==> src/rtl/skew_loader_if.sv <==
// ---------------------------------------------------------------------------
// skew_loader_if
//   Bundles the operand stream, tile control and SRAM write port of one
//   skew_loader instance.
//   master : upstream feeder / sequencer side (drives i_*, observes o_*)
//   slave  : the skew_loader itself (observes i_*, drives o_*)
//   Signals:
//     i_start, i_base_addr, i_num_vec : tile start and its latched arguments
//     i_vld, o_rdy, i_data            : operand vector stream
//     o_wr_en, o_wr_addr, o_wr_data   : SRAM bank write port
//     o_busy, o_done, o_stall_cnt     : status
// ---------------------------------------------------------------------------
interface skew_loader_if #(
  parameter int NUM_LANES            = 4,
  parameter int DATA_WIDTH           = 8,
  parameter int LOG2_SRAM_BANK_DEPTH = 5
);
  logic                              i_start;
  logic [LOG2_SRAM_BANK_DEPTH-1:0]   i_base_addr;
  logic [LOG2_SRAM_BANK_DEPTH-1:0]   i_num_vec;
  logic                              i_vld;
  logic                              o_rdy;
  logic [NUM_LANES*DATA_WIDTH-1:0]   i_data;
  logic                              o_wr_en;
  logic [LOG2_SRAM_BANK_DEPTH-1:0]   o_wr_addr;
  logic [NUM_LANES*DATA_WIDTH-1:0]   o_wr_data;
  logic                              o_busy;
  logic                              o_done;
  logic [15:0]                       o_stall_cnt;

  modport master (
    output i_start, i_base_addr, i_num_vec, i_vld, i_data,
    input  o_rdy, o_wr_en, o_wr_addr, o_wr_data, o_busy, o_done, o_stall_cnt
  );

  modport slave (
    input  i_start, i_base_addr, i_num_vec, i_vld, i_data,
    output o_rdy, o_wr_en, o_wr_addr, o_wr_data, o_busy, o_done, o_stall_cnt
  );
endinterface

==> src/rtl/skew_loader.sv <==
// ---------------------------------------------------------------------------
// skew_loader
//   Takes K unskewed operand vectors over a valid/ready stream and writes
//   K+NUM_LANES-1 diagonally skewed wavefronts into one systolic-array operand
//   SRAM bank. Lane j is delayed by j vectors; empty slots are zero, so the
//   GEMM sequencer can read the bank linearly.
//   Ports:
//     clk  : clock, all logic on posedge
//     rst  : synchronous active-high reset (aborts any load in progress)
//     bus  : skew_loader_if.slave (stream in, SRAM write port and status out)
//   Optional feature:
//     SKEW_LOADER_STALL_CNT_EN - when defined, o_stall_cnt counts LOAD cycles
//     with i_vld low (saturating); otherwise o_stall_cnt is tied to zero.
// ---------------------------------------------------------------------------
module skew_loader #(
  parameter int NUM_LANES            = 4,
  parameter int DATA_WIDTH           = 8,
  parameter int LOG2_SRAM_BANK_DEPTH = 5
) (
  input  logic           clk,
  input  logic           rst,
  skew_loader_if.slave   bus
);

  localparam int AW = LOG2_SRAM_BANK_DEPTH;
  localparam int FW = (NUM_LANES > 1) ? $clog2(NUM_LANES) : 1;
  localparam logic [FW-1:0] FLUSH_LAST = FW'((NUM_LANES > 1) ? NUM_LANES - 2 : 0);

  typedef enum logic [1:0] {IDLE, LOAD, FLUSH, DONE} state_t;

  state_t                          state;
  logic [AW-1:0]                   addr_ptr;
  logic [AW-1:0]                   num_vec;
  logic [AW-1:0]                   vec_cnt;
  logic [FW-1:0]                   flush_cnt;
  logic                            wr_en;
  logic [AW-1:0]                   wr_addr;
  logic [NUM_LANES*DATA_WIDTH-1:0] wr_data;
  logic                            done;

  logic                            accept;
  logic                            step;
  logic                            start_acc;
  logic [DATA_WIDTH-1:0]           lane_in  [NUM_LANES];
  logic [DATA_WIDTH-1:0]           lane_tap [NUM_LANES];
  logic [NUM_LANES*DATA_WIDTH-1:0] wave;

  assign accept    = bus.i_vld && (state == LOAD);
  // Every accepted vector and every FLUSH cycle produces exactly one wavefront.
  assign step      = accept || (state == FLUSH);
  // The cycle o_done is high the FSM is already back in IDLE; a start there
  // would overlap the done pulse, so it is held off for that one cycle.
  assign start_acc = (state == IDLE) && bus.i_start && !done;

  assign bus.o_rdy     = (state == LOAD);
  assign bus.o_busy    = (state != IDLE);
  assign bus.o_wr_en   = wr_en;
  assign bus.o_wr_addr = wr_addr;
  assign bus.o_wr_data = wr_data;
  assign bus.o_done    = done;

  // Lane j taps the value shifted in j steps ago; lane 0 passes straight through.
  for (genvar j = 0; j < NUM_LANES; j++) begin : g_lane
    assign lane_in[j] = accept ? bus.i_data[j*DATA_WIDTH +: DATA_WIDTH] : '0;

    if (j == 0) begin : g_direct
      assign lane_tap[j] = lane_in[j];
    end else begin : g_dly
      logic [DATA_WIDTH-1:0] sr [j];

      // NOTE: these shift registers are reset (and cleared on start) on
      // purpose: their contents become the zero padding of the first
      // wavefronts, so a plain uninitialised RAM-style array would be wrong.
      always_ff @(posedge clk) begin
        if (rst || start_acc) begin
          for (int k = 0; k < j; k++) sr[k] <= '0;
        end else if (step) begin
          sr[0] <= lane_in[j];
          for (int k = 1; k < j; k++) sr[k] <= sr[k-1];
        end
      end

      assign lane_tap[j] = sr[j-1];
    end
  end

  // NOTE: every variable driven here gets a default first, so no path leaves
  // it unassigned and no latch is inferred.
  always_comb begin
    wave = '0;
    for (int j = 0; j < NUM_LANES; j++) wave[j*DATA_WIDTH +: DATA_WIDTH] = lane_tap[j];
  end

  // NOTE: all sequential state uses non-blocking assignments so every
  // register samples pre-edge values regardless of statement order.
  always_ff @(posedge clk) begin
    if (rst) begin
      state     <= IDLE;
      addr_ptr  <= '0;
      num_vec   <= '0;
      vec_cnt   <= '0;
      flush_cnt <= '0;
      wr_en     <= 1'b0;
      wr_addr   <= '0;
      wr_data   <= '0;
      done      <= 1'b0;
    end else begin
      wr_en <= step;
      done  <= (state == DONE);

      // Write data and address only move on a step; they hold otherwise.
      if (step) begin
        wr_addr  <= addr_ptr;
        addr_ptr <= addr_ptr + 1'b1;
        wr_data  <= wave;
      end

      unique case (state)
        IDLE: begin
          if (start_acc) begin
            addr_ptr  <= bus.i_base_addr;
            num_vec   <= bus.i_num_vec;
            vec_cnt   <= '0;
            flush_cnt <= '0;
            state     <= (bus.i_num_vec == '0) ? DONE : LOAD;
          end
        end
        LOAD: begin
          if (accept) begin
            vec_cnt <= vec_cnt + 1'b1;
            if (vec_cnt == num_vec - 1'b1) state <= (NUM_LANES == 1) ? DONE : FLUSH;
          end
        end
        FLUSH: begin
          flush_cnt <= flush_cnt + 1'b1;
          if (flush_cnt == FLUSH_LAST) state <= DONE;
        end
        DONE: state <= IDLE;
        default: state <= IDLE;
      endcase
    end
  end

`ifdef SKEW_LOADER_STALL_CNT_EN
  logic [15:0] stall_cnt;

  always_ff @(posedge clk) begin
    if (rst || start_acc) begin
      stall_cnt <= '0;
    end else if ((state == LOAD) && !bus.i_vld && (stall_cnt != 16'hFFFF)) begin
      stall_cnt <= stall_cnt + 16'd1;
    end
  end

  assign bus.o_stall_cnt = stall_cnt;
`else
  assign bus.o_stall_cnt = '0;
`endif

endmodule

==> src/flat_wrapper.sv <==
// flat-port wrapper written by rule: the top's interface ports become plain ports
module skew_loader_flat 
#(
  parameter int NUM_LANES            = 4,
  parameter int DATA_WIDTH           = 8,
  parameter int LOG2_SRAM_BANK_DEPTH = 5
)
  (clk, rst, bus_i_start, bus_i_base_addr, bus_i_num_vec, bus_i_vld, bus_i_data, bus_o_rdy, bus_o_wr_en, bus_o_wr_addr, bus_o_wr_data, bus_o_busy, bus_o_done, bus_o_stall_cnt);
  skew_loader_if #(.NUM_LANES(NUM_LANES), .DATA_WIDTH(DATA_WIDTH), .LOG2_SRAM_BANK_DEPTH(LOG2_SRAM_BANK_DEPTH)) bus_i ();
  input  logic clk;
  input  logic rst;
  input wire logic [$bits(bus_i.i_start)-1:0] bus_i_start;
  input wire logic [$bits(bus_i.i_base_addr)-1:0] bus_i_base_addr;
  input wire logic [$bits(bus_i.i_num_vec)-1:0] bus_i_num_vec;
  input wire logic [$bits(bus_i.i_vld)-1:0] bus_i_vld;
  input wire logic [$bits(bus_i.i_data)-1:0] bus_i_data;
  output wire logic [$bits(bus_i.o_rdy)-1:0] bus_o_rdy;
  output wire logic [$bits(bus_i.o_wr_en)-1:0] bus_o_wr_en;
  output wire logic [$bits(bus_i.o_wr_addr)-1:0] bus_o_wr_addr;
  output wire logic [$bits(bus_i.o_wr_data)-1:0] bus_o_wr_data;
  output wire logic [$bits(bus_i.o_busy)-1:0] bus_o_busy;
  output wire logic [$bits(bus_i.o_done)-1:0] bus_o_done;
  output wire logic [$bits(bus_i.o_stall_cnt)-1:0] bus_o_stall_cnt;
  assign bus_i.i_start = bus_i_start;
  assign bus_i.i_base_addr = bus_i_base_addr;
  assign bus_i.i_num_vec = bus_i_num_vec;
  assign bus_i.i_vld = bus_i_vld;
  assign bus_i.i_data = bus_i_data;
  assign bus_o_rdy = bus_i.o_rdy;
  assign bus_o_wr_en = bus_i.o_wr_en;
  assign bus_o_wr_addr = bus_i.o_wr_addr;
  assign bus_o_wr_data = bus_i.o_wr_data;
  assign bus_o_busy = bus_i.o_busy;
  assign bus_o_done = bus_i.o_done;
  assign bus_o_stall_cnt = bus_i.o_stall_cnt;
  skew_loader #(.NUM_LANES(NUM_LANES), .DATA_WIDTH(DATA_WIDTH), .LOG2_SRAM_BANK_DEPTH(LOG2_SRAM_BANK_DEPTH)) u_core (.clk(clk), .rst(rst), .bus(bus_i));
endmodule
==> config.mk <==
export PLATFORM = sky130hd
export DESIGN_NAME = skew_loader_flat
export DESIGN_NICKNAME = d
export VERILOG_FILES = /design/src/rtl/skew_loader_if.sv /design/src/rtl/skew_loader.sv /design/src/flat_wrapper.sv
export SDC_FILE = /design/constraint.sdc
export NUM_CORES = 1
export LEC_CHECK = 0
export ABC_AREA = 0
export BUFFER_PORTS_ARGS = -buffer_cell sky130_fd_sc_hd__buf_2
export CORE_MARGIN = 2
export CORE_UTILIZATION = 40
export DETAILED_ROUTE_END_ITERATION = 8
export MAX_ROUTING_LAYER = met4
export PLACE_DENSITY = 0.6
export SLEW_MARGIN = 10
export SYNTH_ARGS = -nofsm -noshare
export SYNTH_HDL_FRONTEND = slang
export SYNTH_SLANG_ARGS = --single-unit
==> constraint.sdc <==
create_clock -name clk -period 5.9 [get_ports clk]
set_input_delay 1.18 -clock clk [delete_from_list [all_inputs] [get_ports clk]]
set_output_delay 1.18 -clock clk [all_outputs]
set_load 0.02 [all_outputs]
==> flow_metrics.tcl <==
set metrics [dict create \
    reg2reg_depth 7 \
    core_area_sq_mm 0.01075 \
    yosysWarnings 0 \
    reg2reg_slack_ns 2.98 \
    hold_viol 0 \
    status "finished, final reports clean" \
    overflow 0 \
    nNetsFinal 547 \
    dp_hpwl_um 5581 \
    critPathMaxStageDelay_ns 0.97 \
    cts_max_level 3 \
    worstHoldStart "u_core.bus.o_wr_data[14]" \
    worstHoldPathCells 2 \
    antenna_found_initial 0 \
    grt_pass1_vias 2735 \
    multi_input_area_sq_mm 0.001563 \
    cellPowerDensity_mw_per_mm2 381.2 \
    path_clk_slew_ns 0.10 \
    hold_path_end "u_core.bus.o_wr_data[14]" \
    setup_tns_ns 0 \
    grt_pass1_wl_um 12830 \
    postRouteAntennaNets 0 \
    critPathTopFamily "simple AND/OR/NAND/NOR gates" \
    crit_path_cell_trace "buf_2 > nor2b_1 > nand2_1 > nand3_2" \
    wirelength_um 8194 \
    regToRegStartpoint "u_core.state[1]" \
    seq_area_frac_synth_pct 59.63 \
    final_max_slew_viol_count 0 \
    die_w_um 108.5 \
    grt.busiest_layer "met2" \
    regArea_sq_mm 0.002603 \
    critical_path_buf_inv_count 1 \
    synthesis.instances 418 \
    post_cts_resized 0 \
    met3_usage_pct 3.255 \
    grt_max_degree 59 \
    post-cts-setup-buffers 0 \
    port_buffers 86 \
    die_area_sq_mm 0.01176 \
    ios 103 \
    n_antenna_cell 0 \
    timing.rr.end "u_core.g_lane[3].g_dly.sr[2][2]" \
    leakage_nw 2.118 \
    cts_inserted_buffers 9 \
    met1_usage_pct 18.01 \
    drcViolationCount 0 \
    rsz0062_at_grt "false" \
    fmax_mhz 323.6 \
    netlist_area_sq_mm 0.004364 \
    max_cap_viol_count 0 \
    row_count 38 \
    gr-usage-all-layers_pct 14.62 \
    avgSynthCellArea_sq_um 10.44 \
    crit_type "input port to flip-flop" \
    drive_gt1_share_pct 22.09 \
    hold_buffers 0 \
    period_needed_ns 3.090 \
    vias 3004 \
    arrival_ns 2.85 \
    ys_types 44 \
    dr.pass1.iters 4 \
    vdd_ir_drop_max_mv 0.1761 \
    ys_ff_latch 106 \
    cp_slowest_cell "nand3_2" \
    slew_headroom_pct 22.58 \
    clockBufferDepth 2 \
    cts_root_buf "clkbuf_8" \
    cp.depth 4 \
    place_congestion 0.8024 \
    startpoint_type "input port" \
    worst_slew_pin_slew_ns 1.160 \
    worstSetupEndpointType "flip-flop" \
    clock_latency_ns 0.37 \
    cts_tree "built" \
    fp.dieH_um 108.5 \
    post_drt_wl_per_cell_um 12.84 \
    grtUsageMet2_pct 23.53 \
    final_common_cell "buf_2" \
    min_path_type "flip-flop to flip-flop" \
    post-route-period-util_pct 52.37 \
    final_cell_mix "buf_2, nand2_1, dfxtp_1" \
    fillCellCount 1042 \
    critPathRequiredTime_ns 5.66 \
    start_util_pct 40.61 \
    worst-path-max-fanout 48 \
    p_total_mw 1.923 \
    cts.sinks 106 \
    drt_iter0_markers 86 \
    setup-violations-final 0 \
    routed_via_density 4.708 \
    finClkSkew_ns 0.01248 \
    area_growth_syn_to_layout_pct 15.62 \
]
[synthesized netlist by cell type]
library cell / n / share of area (%)
a211oi_1: 4 / 0.69
nor3_1: 3 / 0.34
and2b_1: 1 / 0.17
nor4_1: 1 / 0.14
or3b_1: 1 / 0.20
clkbuf_8: 1 / 0.32
o21ai_0: 4 / 0.46
nand3_1: 3 / 0.34
or3_1: 1 / 0.14
inv_1: 11 / 0.95
a21oi_1: 38 / 4.4
a311oi_1: 1 / 0.20
o211a_1: 1 / 0.23
a31oi_1: 1 / 0.14
o21bai_1: 1 / 0.17
ha_1: 8 / 2.3
o31ai_1: 1 / 0.17
nor2_1: 23 / 2.0
a2111oi_4: 1 / 0.63
mux2i_1: 2 / 0.46
buf_4: 17 / 2.9
dfxtp_1: 58 / 27
buf_2: 3 / 0.34
and3_1: 2 / 0.29
clkbuf_1: 17 / 1.5
conb_1: 1 / 0.086
xor2_1: 7 / 1.4
o2bb2ai_1: 1 / 0.20
a22oi_1: 10 / 1.7
or4_1: 1 / 0.17
edfxtp_1: 48 / 33
nand2_1: 78 / 6.7
o2bb2ai_2: 1 / 0.34
xnor2_1: 5 / 1.0
nor2b_1: 2 / 0.29
nand4_1: 3 / 0.43
o2111ai_1: 2 / 0.40
a2bb2oi_1: 1 / 0.20
buf_6: 1 / 0.26
or2_2: 1 / 0.14
a222oi_1: 1 / 0.23
nand2b_1: 1 / 0.14
and2_1: 49 / 7.0
and4_1: 1 / 0.20
[tightest hold or removal path: cells and delay by family, from the launching register on]
| family | cells | cell delay, ns |
|---|---|---|
| AO/OA/AOI/OAI | 1 | 0.05 |
| flip-flops | 1 | 0.32 |
| AND/OR/NAND/NOR | 1 | 0.05 |
[per-stage QoR]
step	hold slack, ns	worst slack, ns	instances	util (%)	instance area, sq um
finish	0.4572	2.810	638	46.96	5046
global route	0.4814	2.560	638	46.96	5046
CTS	0.4605	2.742	638	46.96	5046
detailed placement	0.4453	2.348	622	44.92	4827
global placement	0.4441	2.425	622	44.92	4827
floorplan	0.4363	2.214	433	-	4420
[worst max-delay path by stage]
stage                      from  slack [ns]                         endpoint
floorplan             bus_i_vld        2.21  u_core.g_lane[1].g_dly.sr[0][0]
global placement    bus_i_start        2.43  u_core.g_lane[3].g_dly.sr[0][6]
detailed placement  bus_i_start        2.35  u_core.g_lane[2].g_dly.sr[0][4]
CTS                 bus_i_start        2.74  u_core.g_lane[1].g_dly.sr[0][2]
global route        bus_i_start        2.56  u_core.g_lane[1].g_dly.sr[0][6]
finish              bus_i_start        2.81  u_core.g_lane[1].g_dly.sr[0][5]
[cells by family (layout without fill, tap and decap cells)]
family	after synthesis	after routing	synth area share, %
AOI/OAI and AO/OA	68	68	10.15
xor gates and xnor gates	12	12	2.408
adders and majority gates	8	8	2.294
buffers and inverters	50	115	6.250
DFF	106	106	59.63
muxes	2	2	0.4587
other	1	16	0.08593
and+or+nand+nor	171	171	18.72
[cell type report]
| class | count | share of cell area [%] |
|---|---|---|
| inverter | 11 | 0.8182 |
| clock buffer | 10 | 2.727 |
| sequential | 106 | 51.57 |
| timing repair buffer | 88 | 8.827 |
| tap | 140 | 3.471 |
| clock inverter | 6 | 1.612 |
| multi-input combinational | 277 | 30.97 |
[state kept, by name, indices dropped and copies added (netlist names), 2 cells and up]
register / count
u_core.bus.o_wr_data: 32
u_core.g_lane.g_dly.sr: 48
u_core.num_vec: 5
u_core.flush_cnt: 2
u_core.bus.o_wr_addr: 5
u_core.state: 2
u_core.addr_ptr: 5
u_core.vec_cnt: 5
[metal layers]
layer	vias to the layer above	wire, um
li1	1530	-
met1	1393	3723
met2	72	3990
met3	9	381
met4	0	98
met5	-	0
[where the power goes]
part	switching [mW]	leakage (nW)	internal (mW)	total (mW)
logic	0.308	1.01	0.137	0.445
clock network	0.261	0.111	0.218	0.478
registers	0.0604	1.00	0.939	1.00
total	0.629	2.12	1.29	1.92
Note: power is estimated with default switching activity, not from simulation.
